File: src/rtl/dds_wave_gen.sv
// DDS phase accumulator with sine (parabolic), triangle, sawtooth and square shaping.
// Define WAVE_SYNC_SWITCH_EN to defer waveform changes to the next phase wrap.
module dds_wave_gen #(
  parameter int unsigned        PHASE_W   = 32,
  parameter int unsigned        DATA_W    = 8,
  parameter logic [PHASE_W-1:0] FWORD_RST = PHASE_W'(85899)
) (
  input  logic               clk,
  input  logic               rst,
  input  logic               enable,
  input  logic [1:0]         wave_c,
  input  logic [PHASE_W-1:0] freq_word,
  input  logic               freq_load,
  input  logic [9:0]         phase_off,
  output logic [DATA_W-1:0]  wave_out,
  output logic               wave_vld,
  output logic               cycle_pulse
);

  localparam logic [16:0]       MID     = 17'd1 << (DATA_W - 1);
  localparam logic [16:0]       FULL    = (17'd1 << DATA_W) - 17'd1;
  localparam logic [DATA_W-1:0] MID_OUT = DATA_W'(MID);
  localparam int unsigned       SINE_SH = 17 - DATA_W;

  logic [PHASE_W-1:0] acc;
  logic [PHASE_W-1:0] fword_r;
  logic               v1, c1, v2, c2;
  logic [9:0]         p;
  logic [1:0]         wave_act;

`ifdef WAVE_SYNC_SWITCH_EN
  typedef enum logic {StRun, StPend} state_e;
  state_e     state;
  logic [1:0] wave_nxt;
`endif

  logic [PHASE_W:0]  acc_sum;
  logic [9:0]        addr;
  logic [8:0]        x;
  logic [8:0]        tri_t;
  logic [16:0]       sine_y, sine_h, sine_hi, sine_lo;
  logic [15:0]       saw_w, tri_w;
  logic [DATA_W-1:0] shape;

  always_comb begin
    acc_sum = {1'b0, acc} + {1'b0, fword_r};
    addr    = acc[PHASE_W-1 -: 10] + phase_off;
    x       = p[8:0];
    tri_t   = p[9] ? ~x : x;
    // x*(512-x) peaks at exactly 2^16 for x = 256, so 17 bits suffice.
    sine_y  = {8'd0, x} * (17'd512 - {8'd0, x});
    sine_h  = sine_y >> SINE_SH;
    sine_hi = MID + sine_h;
    if (sine_hi > FULL) begin
      sine_hi = FULL;
    end
    sine_lo = MID - sine_h;
    // Left-justify in 16 bits so narrow and wide DATA_W share one path.
    saw_w   = {p, 6'd0};
    tri_w   = {tri_t, 7'd0};
    case (wave_act)
      2'b00:   shape = p[9] ? DATA_W'(sine_lo) : DATA_W'(sine_hi);
      2'b01:   shape = DATA_W'(tri_w >> (16 - DATA_W));
      2'b10:   shape = DATA_W'(saw_w >> (16 - DATA_W));
      default: shape = p[9] ? '0 : '1;
    endcase
  end

  always_ff @(posedge clk) begin
    if (rst) begin
      acc         <= '0;
      fword_r     <= FWORD_RST;
      v1          <= 1'b0;
      c1          <= 1'b0;
      v2          <= 1'b0;
      c2          <= 1'b0;
      p           <= '0;
      wave_act    <= 2'b00;
      wave_out    <= MID_OUT;
      wave_vld    <= 1'b0;
      cycle_pulse <= 1'b0;
`ifdef WAVE_SYNC_SWITCH_EN
      state       <= StRun;
      wave_nxt    <= 2'b00;
`endif
    end else begin
      if (freq_load) begin
        fword_r <= freq_word;
      end
      if (enable) begin
        acc <= acc_sum[PHASE_W-1:0];
        v1  <= 1'b1;
        c1  <= acc_sum[PHASE_W];
      end else begin
        v1  <= 1'b0;
        c1  <= 1'b0;
      end
      p           <= addr;
      v2          <= v1;
      c2          <= c1;
      wave_out    <= shape;
      wave_vld    <= v2;
      cycle_pulse <= c2;
`ifdef WAVE_SYNC_SWITCH_EN
      case (state)
        StRun: begin
          if (wave_c != wave_act) begin
            wave_nxt <= wave_c;
            state    <= StPend;
          end
        end
        StPend: begin
          // Switch on the wrap sample, or at once when no wrap can come.
          if (c2 || !enable) begin
            wave_act <= wave_nxt;
            state    <= StRun;
          end else begin
            wave_nxt <= wave_c;
          end
        end
        default: state <= StRun;
      endcase
`else
      wave_act <= wave_c;
`endif
    end
  end

endmodule

File: config.mk
export PLATFORM = sky130hd
export DESIGN_NAME = dds_wave_gen
export DESIGN_NICKNAME = d
export VERILOG_FILES = /design/src/rtl/dds_wave_gen.sv
export SDC_FILE = /design/constraint.sdc
export NUM_CORES = 1
export LEC_CHECK = 0
export ABC_AREA = 0
export ABC_CLOCK_PERIOD_IN_PS = 7400
export BUFFER_PORTS_ARGS = -buffer_cell sky130_fd_sc_hd__buf_4
export CAP_MARGIN = 25
export CORE_MARGIN = 2
export CORE_UTILIZATION = 37
export CTS_CLUSTER_DIAMETER = 100
export CTS_CLUSTER_SIZE = 8
export DETAILED_ROUTE_END_ITERATION = 16
export GPL_ROUTABILITY_DRIVEN = 1
export HOLD_SLACK_MARGIN = 0.1
export PLACE_DENSITY = 0.5
export SLEW_MARGIN = 20
export SYNTH_ARGS = -nofsm -noshare
export SYNTH_HDL_FRONTEND = slang
export SYNTH_SLANG_ARGS = --single-unit
File: constraint.sdc
create_clock -name clk -period 7.4 [get_ports clk]
set_input_delay 0.37 -clock clk [delete_from_list [all_inputs] [get_ports clk]]
set_output_delay 0.37 -clock clk [all_outputs]
set_load 0.02 [all_outputs]
Word level (Yosys, flattened, before mapping)
Index checks and enable logic that the tools add are counted.

$add $sub $neg: 5. Shifts and indexed selects: 0. Multiply operators: 1. Mux-type cells: 6. Reductions and logical operators: 2. Div/mod/pow operators: 0. Equal/unequal tests: 2. $lt $le $gt $ge: 1. Bitwise operators: 2.

Operators with widths (count): 32-bit by 32-bit adder with 33-bit output (1); 8-bit 2-to-1 mux (3); 8-bit one-hot mux with 3 select lines (1); 10-bit by 11-bit multiplier with 17-bit output (1); 10-bit by 9-bit subtractor with 11-bit output (first input constant) (1); 10-bit adder (1); 8-bit by 8-bit adder with 9-bit output (first input constant) (1); 9-bit by 8-bit > comparator with 1-bit output (second input constant) (1); 9-bit 2-to-1 mux (1); 9-bit NOT (1); 8-bit subtractor (first input constant) (1); 2-bit by 1-bit equality test with 1-bit output (second input constant) (1); 2-bit equality test (second input constant) (1); 2-bit logical NOT (1); 2-bit OR reduction (1); 1-bit 2-to-1 mux (1); 1-bit NOT (1).

Output and inout port bits: 10. ROM bits: 0. Register bits: 90. Input bits: 48. Latch bits: 0. Memories: 0. Word-level logic and storage cells: 30. RAM bits: 0.

Depth between registers and ports, before layout
Gate-level depths: netlist (run 1).

Depth after elaboration: 7. Gate-level depth with buffers: 30. Mapped depth without buffers: 29.

Worst setup path before layout (run 1)
No wires, ideal clock.

Path kind: register to register. From: register p[0]. To: register wave_out[6]. Buffers on the path: 1. Clock period less this slack: 6679 ps. Required time: 7333 ps. Setup slack: 721 ps. Data arrival time: 6611 ps. Library setup time: 67 ps. Stages on the path, launching flop included: 30. Path through: dfxtp_1 -> inv_1 -> clkbuf_1 -> ha_1 -> nor3b_1 -> and3_1 -> ha_1 -> nand2b_1 -> fa_1 -> inv_1 -> fa_1 -> inv_1 -> fa_1 -> inv_1 -> fa_1 -> inv_1 -> fa_1 -> inv_1 -> ha_1 -> a21oi_1 -> and2_1 -> o21ai_0 -> a21oi_1 -> xnor2_1 -> ha_1 -> inv_1 -> a211oi_2 -> xnor2_1 -> a211o_1 -> a21oi_2.

Word-level cells in the longest chain between the ends: 7. Elaborated cells on any way between the ends: 8. Those cells by class: 3 x add/sub; 1 x mul; 1 x order compare; 3 x mux.

RTL lines: start, declared (RTL line 28) `logic [9:0] p;`; start signal, assigned (RTL line 98) `p <= addr;`; 10-bit by 9-bit subtractor with 11-bit output (RTL line 51) `sine_y = {8'd0, x} * (17'd512 - {8'd0, x});`; 10-bit by 11-bit multiplier with 17-bit output (*) (RTL line 51); 8-bit by 8-bit adder with 9-bit output (RTL line 53) `sine_hi = MID + sine_h;`; 9-bit by 8-bit > comparator with 1-bit output (RTL line 54) `if (sine_hi > FULL) begin`; 8-bit 2-to-1 mux (RTL line 54); 8-bit 2-to-1 mux (*) (RTL line 62) `2'b00: shape = p[9] ? DATA_W'(sine_lo) : DATA_W'(sine_hi);`; 8-bit one-hot mux with 3 select lines (*) (RTL line 61) `case (wave_act)`; end signal, assigned (RTL line 101) `wave_out <= shape;`; end, declared (RTL line 15) `output logic [DATA_W-1:0] wave_out,`.

Mark *: on every way between the ends. The rest lies on a longest branch, timed or not. A chain may end at the register's enable or synchronous reset.

Worst setup path in the final report (run 1)
From: register p[4]. To: register wave_out[6].

Same word-level chain as after synthesis.

==> flow_summary.yaml, run 1 <==
clock_network:
  clk_pin_slew_ns: 0.07
  cts_max_level: 3
  clkSinkCount: 90
  hold_buffers: 0
  cts_tree: "built"
  clk_latency_ns: 0.35
  cts_setup_buffers: 0
  cts-buffers-inserted: 9
  root_buffer: "clkbuf_16"
  cts_buffer_depth: 2
synthesis:
  syn_area_um2: 8135
  synth_cell_type_count: 76
  synth_fa_ha_area_share_pct: 28.67
  synth_xor_area_share_pct: 5.706
  syn_avg_cell_area_um2: 8.785
  synthSimpleGateAreaFrac_pct: 15.27
  yosysWarnings: 0
  ys_seq_elements: 90
  synth_ff_type: "dfxtp_1"
  synth.area.mux_share_pct: 6.829
  synth_top_family_by_area: "adder cells"
  synth_compound_area_share_pct: 15.24
  ys_seq_area_share_pct: 22.15
  synthArstFlopShare_pct: 0
  synth-edff-count: 0
  post_synth_inst_count: 926
worst_setup_path:
  critPathMaxFanout: 10
  cp.required_ns: 7.70
  worstPathArrival_ns: 7.15
  critPathCaptureType: "flop"
  startpoint_type: "flop"
  crit_type: "flop to flop"
detailed_routing:
  drc_errors: 0
  avgRoutedWirePerCell_um: 15.33
  routed_via_density: 5.033
  detail_route.wirelength_um: 19310
  antenna_left: 0
  drt-pass1-iter-count: 5
  vias: 6342
  drt_iter0_markers: 301
cells_and_area:
  ff_latch_area_um2: 1803
  multi_input_area_um2: 5861
  fillers: 2162
  areaGrowthSynthToFinish_pct: 12.92
  fin_area_um2: 9186
  layout.nets: 1177
  n_antenna_cell: 0
  drive_above_1_share_pct: 10.10
pwr:
  total_power_uw: 3488
  intPower_uw: 1863
  netSwitchingFraction_pct: 46.60
  p_seq_share_pct: 17.0
  peakVddDrop_mv: 0.2465
  p_switching_uw: 1625
  power_density_nw_per_um2: 379.7
  leakagePower_uw: 0.004484
  power_frac_comb_pct: 68.8
  clock_power_share_pct: 14.2
global_route:
  first_global_vias: 6426
  grt_max_degree: 52
  grt_pass1_wl_um: 32570
  grt.overflow.total: 0
  antenna_found_initial: 0
  grt_use_total_pct: 17.12
sta:
  hold_violations: 0
  setup_violations: 0
  rsz0062_at_grt: "false"
  fmax_ghz: 0.1459
  tightest_slew_ns: 0.7984
  tns_ns: 0
  min_period_ns: 6.852
  hold_slack_ns: 0.2192
  max_slew_margin_pct: 46.70
  finClkSkew_ns: 0.01272
  finalMaxSlewViolations: 0
  min_period_over_period_pct: 92.59
placement:
  place_area_um2: 8865
  portBuffers: 57
  place_congestion: 0.8616
  hpwl_um: 15240
run_status:
  status: "finished clean"
floorplan:
  initial_core_util_pct: 37.51
  core_um2: 21690
  dieArea_um2: 23190
  die_y_um: 152.3
  die_width_um: 152.3
  io_pins: 58
  rows: 54
flow_run:
  cap_violations: 0
worst_hold_path:
  hp-class: "input pin to flop"
## cells in the mapped netlist (all sizes together), types with 14 or more instances
master	number	area, µm²
nor2	116	437.9
ha	100	1251
inv	96	360.3
dfxtp	90	1802
fa	54	1081
mux2i	54	540.5
a21oi	51	266.5
nand2	45	168.9
xnor2	42	367.9
o21ai	35	175.2
clkbuf	25	93.84
nand2b	24	150.1
a21o	18	135.1
and3	15	98.84
nor2b	14	87.58
## power groups by stage
stage / Combinational, µW / Sequential, µW / Clock (µW)
4_1_cts: 2430 / 592 / 515
2_1_floorplan: 1820 / 603 / 0
6_report: 2400 / 591 / 496
5_1_grt: 2720 / 601 / 535
3_5_place_dp: 2400 / 602 / 0
3_3_place_gp: 2430 / 603 / 0
## path summary, 6_finish.rpt
| check | start | end | slack [ns] | cells after the start |
|---|---|---|---|---|
| hold reg to reg | c2$_SDFF_PP0_ | cycle_pulse$_SDFF_PP0_ | 0.42 | 1 |
| setup reg to reg | p[4]$_SDFF_PP0_ | wave_out[6]$_SDFF_PP0_ | 0.55 | 26 |
| setup / recovery | p[4]$_SDFF_PP0_ | wave_out[6]$_SDFF_PP0_ | 0.55 | 26 |
| hold / removal | wave_c[1] | wave_act[1]$_SDFF_PP0_ | 0.22 | 2 |
## final cells by class
cell class	instances	share of cell area (%)
clock buffers	10	2.493
clock inverters	6	0.9943
inverters	101	4.127
multi-input cells	710	63.80
flip-flops and latches	90	19.63
well taps	280	3.814
repair buffers	63	5.148
## flip-flops by register name, summed over array words and instances, names as in the netlist
register	count
acc	32
fword_r	32
p	10
wave_out	8
wave_act	2
c1	1
c2	1
cycle_pulse	1
v1	1
v2	1
wave_vld	1
## cell families (layout without fill, tap and decap cells)
kind of cell               Yosys count  count (layout)
buffers and inverters              131             180
and+or+nand+nor                    261             261
muxes                               55              55
AOI/OAI and AO/OA                  180             180
xor gates and xnor gates            53              53
other                                2               7
DFF                                 90              90
adders and majority gates          154             154
## layout by cell type (no fill, tap or decap), types with 6 or more instances in the layout
cell	netlist	layout
inv_1	95	95
a31oi_1	6	6
dfxtp_1	90	89
xnor2_1	42	42
clkbuf_16	0	9
and3_1	14	14
a211oi_1	10	10
nor3_1	8	8
fa_1	54	54
nor2b_1	14	14
ha_1	100	100
a21o_1	18	18
conb_1	2	7
a21oi_1	48	48
nand2b_1	24	24
buf_4	0	63
nand2_1	45	45
xor2_1	11	11
nand4_1	7	7
and2_1	9	9
mux2i_1	54	54
o21ai_0	26	26
o21ai_1	9	9
nor2_1	115	115
nand3_1	6	6
## per-layer routing
metal | wire (µm) | vias to the layer above | track usage [%] | part of all wire, %
li1 | - | 3247 | - | -
met1 | 9155 | 3004 | 22.55 | 47
met2 | 9470 | 70 | 29.73 | 49
met3 | 384 | 21 | 2.076 | 2.0
met4 | 302 | 0 | 4.584 | 1.6
met5 | 0 | - | 0 | 0
## timing repair
action | in CTS | in global routing
endpoints found under the setup margin | 0 | 4
endpoints found under the hold margin | 0 | 0
resized for setup | 0 | 1
## stage by stage
step	setup WS, ns	cells	util (%)
finish	0.5483	1260	42.36
floorplan	0.7214	931	-
global route	0.01270	1260	42.36
global placement	0.5650	1244	40.87
CTS	0.4850	1260	42.35
detailed placement	0.5039	1244	40.87
## worst max-delay path, stage by stage, from the launching register on
cell and delay, ns:
dfxtp_1 0.48, clkinv_1 0.36, and3_1 0.26, ha_1 0.34, nand2b_1 0.19, fa_1 0.51
inv_1 0.06, fa_1 0.49, inv_1 0.05, fa_1 0.47, inv_1 0.05, fa_1 0.52
inv_1 0.06, fa_1 0.53, inv_1 0.04, ha_1 0.32, a21oi_1 0.27, and2_1 0.19
o21ai_0 0.21, a21oi_1 0.25, xnor2_1 0.20, ha_1 0.19, inv_1 0.07, a211oi_2 0.17
xnor2_1 0.09, a211o_1 0.31, a21oi_2 0.12
Note: power is estimated with default switching activity, not from simulation.
==> run 2: changes to the inputs <==
Settings changed: ABC_CLOCK_PERIOD_IN_PS 7400 to 8360.
Clock period 7.4 ns to 8.36 ns, I/O delays scaled along.
==> flow_summary.yaml, run 2 (synthesis gave the netlist of run 1 again) <==
run_status:
  status: "finished clean"
cells_and_area:
  final_common_cell: "nor2_1"
  fillers: 2210
  layout.nets: 1172
  reg.largest.list: "acc: 32 flops, fword_r: 32 flops, p: 10 flops"
  n_antenna_cell: 0
  areaGrowthSynthToFinish_pct: 12.21
  drive_above_1_share_pct: 9.538
  layout_common_cells: "nor2_1, ha_1, inv_1"
sta:
  min_period_over_period_pct: 86.31
  finClkSkew_ns: 0.01274
  finalMaxSlewViolations: 0
  max_slew_margin_pct: 44.95
  fmax_ghz: 0.1386
  hold_violations: 0
  setup_violations: 0
  tns_ns: 0
  hold_slack_ns: 0.2685
  min_period_ns: 7.216
  rsz0062_at_grt: "false"
  tightest_slew_ns: 0.8247
worst_setup_path:
  cp.required_ns: 8.65
  worstPathArrival_ns: 7.51
  critPathMaxFanout: 12
  critPathCaptureType: "flop"
  timing.rr.start: "p[0]$_SDFF_PP0_"
  cp-startpoint: "p[0]$_SDFF_PP0_"
  startpoint_type: "flop"
  crit_type: "flop to flop"
detailed_routing:
  drt-pass1-iter-count: 4
  antenna_left: 0
  routed_via_density: 5.037
  vias: 6322
  avgRoutedWirePerCell_um: 15.56
  drc_errors: 0
  detail_route.wirelength_um: 19530
  drt_iter0_markers: 343
placement:
  place_congestion: 0.8446
  portBuffers: 57
  hpwl_um: 15360
floorplan:
  io_pins: 58
  die_width_um: 152.3
  initial_core_util_pct: 37.51
  rows: 54
  core_um2: 21690
  die_y_um: 152.3
  dieArea_um2: 23190
global_route:
  first_global_vias: 6430
  antenna_found_initial: 0
  grt.overflow.total: 0
  grt_max_degree: 51
  grt_use_total_pct: 17.34
  grt_pass1_wl_um: 32640
pwr:
  p_switching_uw: 1450
  intPower_uw: 1618
  power_frac_comb_pct: 69.2
  clock_power_share_pct: 13.7
  power_density_nw_per_um2: 336.2
  p_seq_share_pct: 17.1
  netSwitchingFraction_pct: 47.27
  leakagePower_uw: 0.004447
  peakVddDrop_mv: 0.2488
clock_network:
  root_buffer: "clkbuf_16"
  cts_buffer_depth: 2
  hold_buffers: 0
  clkSinkCount: 90
  cts.repair.resized: 0
  clk_latency_ns: 0.35
  cts-buffers-inserted: 9
  clk_pin_slew_ns: 0.07
  cts_max_level: 3
  cts_setup_buffers: 0
  cts_tree: "built"
worst_hold_path:
  min_from: "wave_c[0]"
  hp-class: "input pin to flop"
flow_run:
  cap_violations: 0
run 2: cell types whose count changed in the layout (fill, tap and decap cells not counted), sizes merged:
cell,before,now
buf,63,58
bufinv,2,1
clkinv,9,7
clkinvlp,0,1
inv,96,98
run 2: area by class of cell:
class | instances | area (µm²) | area share (%)
multi-input combinational | 710 | 5861 | 64.20
sequential | 90 | 1802 | 19.74
timing repair buffer | 58 | 435.4 | 4.770
inverter | 101 | 379.1 | 4.153
tap | 280 | 350.3 | 3.838
clock buffer | 10 | 229.0 | 2.508
clock inverter | 6 | 72.57 | 0.7950
run 2: path summary, 6_finish.rpt:
check	end	slack, ns	cells after the start
min reg2reg	cycle_pulse$_SDFF_PP0_	0.45	1
min	wave_act[0]$_SDFF_PP0_	0.27	2
max reg2reg	wave_out[5]$_SDFF_PP0_	1.14	26
max	wave_out[5]$_SDFF_PP0_	1.14	26
run 2: worst max-delay path, stage by stage, from the launching register on:
cell and delay [ns]:
dfxtp_1 0.39, inv_1 0.30, ha_1 0.23, nor3b_1 0.33, and3_1 0.21, ha_1 0.28, nand2b_1 0.19, fa_1 0.54
inv_1 0.06, fa_1 0.49, inv_1 0.05, fa_1 0.47, inv_1 0.05, fa_1 0.55, inv_1 0.06, fa_1 0.53
inv_1 0.04, ha_1 0.32, nand3_1 0.15, and3_1 0.18, o21bai_1 0.28, nand2_1 0.16, o211a_1 0.26, xnor2_1 0.49
nor2_1 0.09, a221o_1 0.34, a21oi_1 0.13
run 2: routing by layer:
layer	global-route usage (%)	share of wire, %	vias to the layer above
met3	2.332	2.1	23
met1	21.96	46	2988
li1	-	-	3240
met2	30.82	50	71
met5	0	0	-
met4	5.029	1.9	0
run 2: through the flow:
stage	setup WS [ns]	instances	cell area (µm²)	total power (µW)	utilization (%)
floorplan	1.681	931	8154	2141	-
global placement	1.329	1239	8827	2673	40.70
detailed placement	1.215	1239	8827	2666	40.70
CTS	1.187	1255	9129	3114	42.09
global route	0.6792	1255	9129	3379	42.09
finish	1.144	1255	9129	3069	42.09
run 2: power groups by stage:
stage / sequential, µW / combinational [µW] / clock [µW]
floorplan: 534 / 1610 / 0
global placement: 535 / 2140 / 0
detailed placement: 536 / 2130 / 0
CTS: 526 / 2150 / 434
global route: 534 / 2390 / 452
finish: 526 / 2120 / 420
==> run 3: changes to the inputs <==
Settings changed: ABC_CLOCK_PERIOD_IN_PS 8360 to 8300.
Clock period 8.36 ns to 8.3 ns, I/O delays scaled along.
==> flow_summary.yaml, run 3 (synthesis gave the netlist of run 1 again) <==
global_route:
  first_global_vias: 6424
  grt.overflow.total: 0
  antenna_found_initial: 0
  grt_use_total_pct: 17.13
  grt_pass1_wl_um: 32290
  grt_max_degree: 51
cells_and_area:
  fillers: 2217
  layout_common_cells: "nor2_1, ha_1, inv_1"
  reg.largest.list: "acc: 32 flops, fword_r: 32 flops, p: 10 flops"
  areaGrowthSynthToFinish_pct: 12.35
  drive_above_1_share_pct: 9.641
  n_antenna_cell: 0
  layout.nets: 1172
  final_common_cell: "nor2_1"
worst_setup_path:
  r2r_slack_ns: 1.09
  crit_type: "flop to flop"
  cp-startpoint: "p[0]$_SDFF_PP0_"
  cpPeakStageDelay_ns: 0.55
  critPathCaptureType: "flop"
  worst_r2r_endpoint: "wave_out[6]$_SDFF_PP0_"
  cpMostUsedCell: "inv_1"
  rr_worst_depth: 28
  worstPathArrival_ns: 7.50
  critPathMaxFanout: 12
  cp.required_ns: 8.59
  startpoint_type: "flop"
  critPathSlowestCell: "fa_1"
  timing.rr.start: "p[0]$_SDFF_PP0_"
detailed_routing:
  routed-wl-met3_um: 441
  vias: 6307
  highest_layer: "met4"
  routed_via_density: 5.025
  dr_wl_met2_um: 9901
  drt-pass1-iter-count: 4
  avgRoutedWirePerCell_um: 15.56
  m1WireLength_um: 8931
  drt_iter0_markers: 265
  antenna_left: 0
  drc_errors: 0
  detail_route.wirelength_um: 19530
sta:
  setup_violations: 0
  finalMaxSlewViolations: 0
  hold_violations: 0
  min_period_ns: 7.210
  hold_slack_ns: 0.2729
  tightest_slew_ns: 0.8480
  fmax_ghz: 0.1387
  min_period_over_period_pct: 86.87
  max_slew_margin_pct: 43.39
  rsz0062_at_grt: "false"
  finClkSkew_ns: 0.01099
  tns_ns: 0
flow_run:
  cap_violations: 0
clock_network:
  cts_tree: "built"
  cts_buffer_depth: 2
  cts.repair.resized: 0
  clk_latency_ns: 0.35
  root_buffer: "clkbuf_16"
  clkSinkCount: 90
  cts_max_level: 3
  clk_pin_slew_ns: 0.07
  cts_setup_buffers: 0
  cts-buffers-inserted: 9
  hold_buffers: 0
floorplan:
  dieArea_um2: 23190
  initial_core_util_pct: 37.51
  die_width_um: 152.3
  die_y_um: 152.3
  core_um2: 21690
  rows: 54
  io_pins: 58
run_status:
  status: "finished clean"
pwr:
  peakVddDrop_mv: 0.2357
  leakagePower_uw: 0.004455
  total_power_uw: 3103
  power_density_nw_per_um2: 339.5
worst_hold_path:
  hp-class: "input pin to flop"
  worst_hold_path.num_cells: 2
  min_from: "wave_c[0]"
  holdPathEnd: "wave_act[0]$_SDFF_PP0_"
placement:
  hpwl_um: 15370
  portBuffers: 57
  place_congestion: 0.8445
==> run 3: cell count changes in the layout (fill, tap and decap cells not counted) <==
cell      before  now
clkbuf_1       1    0
clkinv_4       2    1
clkbuf_8       0    2
inv_6          2    1
clkinv_2       0    1
==> run 3: worst max-delay path: cells and delay by family, from the launching register on <==
kind | cells | cell delay [ns]
compound gates | 6 | 1.32
simple gates | 4 | 0.78
flops | 1 | 0.48
fa+ha+maj | 9 | 3.70
xor+xnor | 2 | 0.28
buf+inv | 7 | 0.56
==> run 3: where the power goes <==
| group | total (µW) | switching (µW) | internal, µW |
|---|---|---|---|
| Clock | 427 | 176 | 251 |
| Sequential | 530 | 44.2 | 485 |
| Combinational | 2150 | 1240 | 909 |
==> run 3: how the worst max path moves through the flow <==
stage,cells past startpoint,endpoint,slack (ns)
final,28,wave_out[6]$_SDFF_PP0_,1.09
after global routing,28,wave_out[6]$_SDFF_PP0_,0.55
after CTS,28,wave_out[6]$_SDFF_PP0_,1.10
after detailed placement,28,wave_out[6]$_SDFF_PP0_,1.13
after global placement,26,wave_out[5]$_SDFF_PP0_,1.27
after floorplan,29,wave_out[6]$_SDFF_PP0_,1.62
==> run 3: layer usage <==
layer  vias up  global-route usage [%]
li1       3240                       -
met1      2980                   21.56
met2        70                   30.65
met3        17                   2.389
met4         0                   4.717
met5         -                       0
==> run 3: cell type report <==
cell class	instances	area (µm²)	area share (%)
sequential	90	1802	19.71
multi-input combinational	710	5861	64.12
timing repair buffer	58	435.4	4.764
tap	280	350.3	3.833
clock buffer	11	252.7	2.765
clock inverter	5	60.06	0.6571
inverter	101	379.1	4.148
==> run 3: through the flow <==
stage,util (%),instance area [µm²],setup WS [ns],instances
floorplan,-,8154,1.621,931
global placement,40.70,8827,1.270,1239
detailed placement,40.70,8827,1.130,1239
CTS,42.14,9140,1.105,1255
global route,42.14,9140,0.5501,1255
finish,42.14,9140,1.090,1255
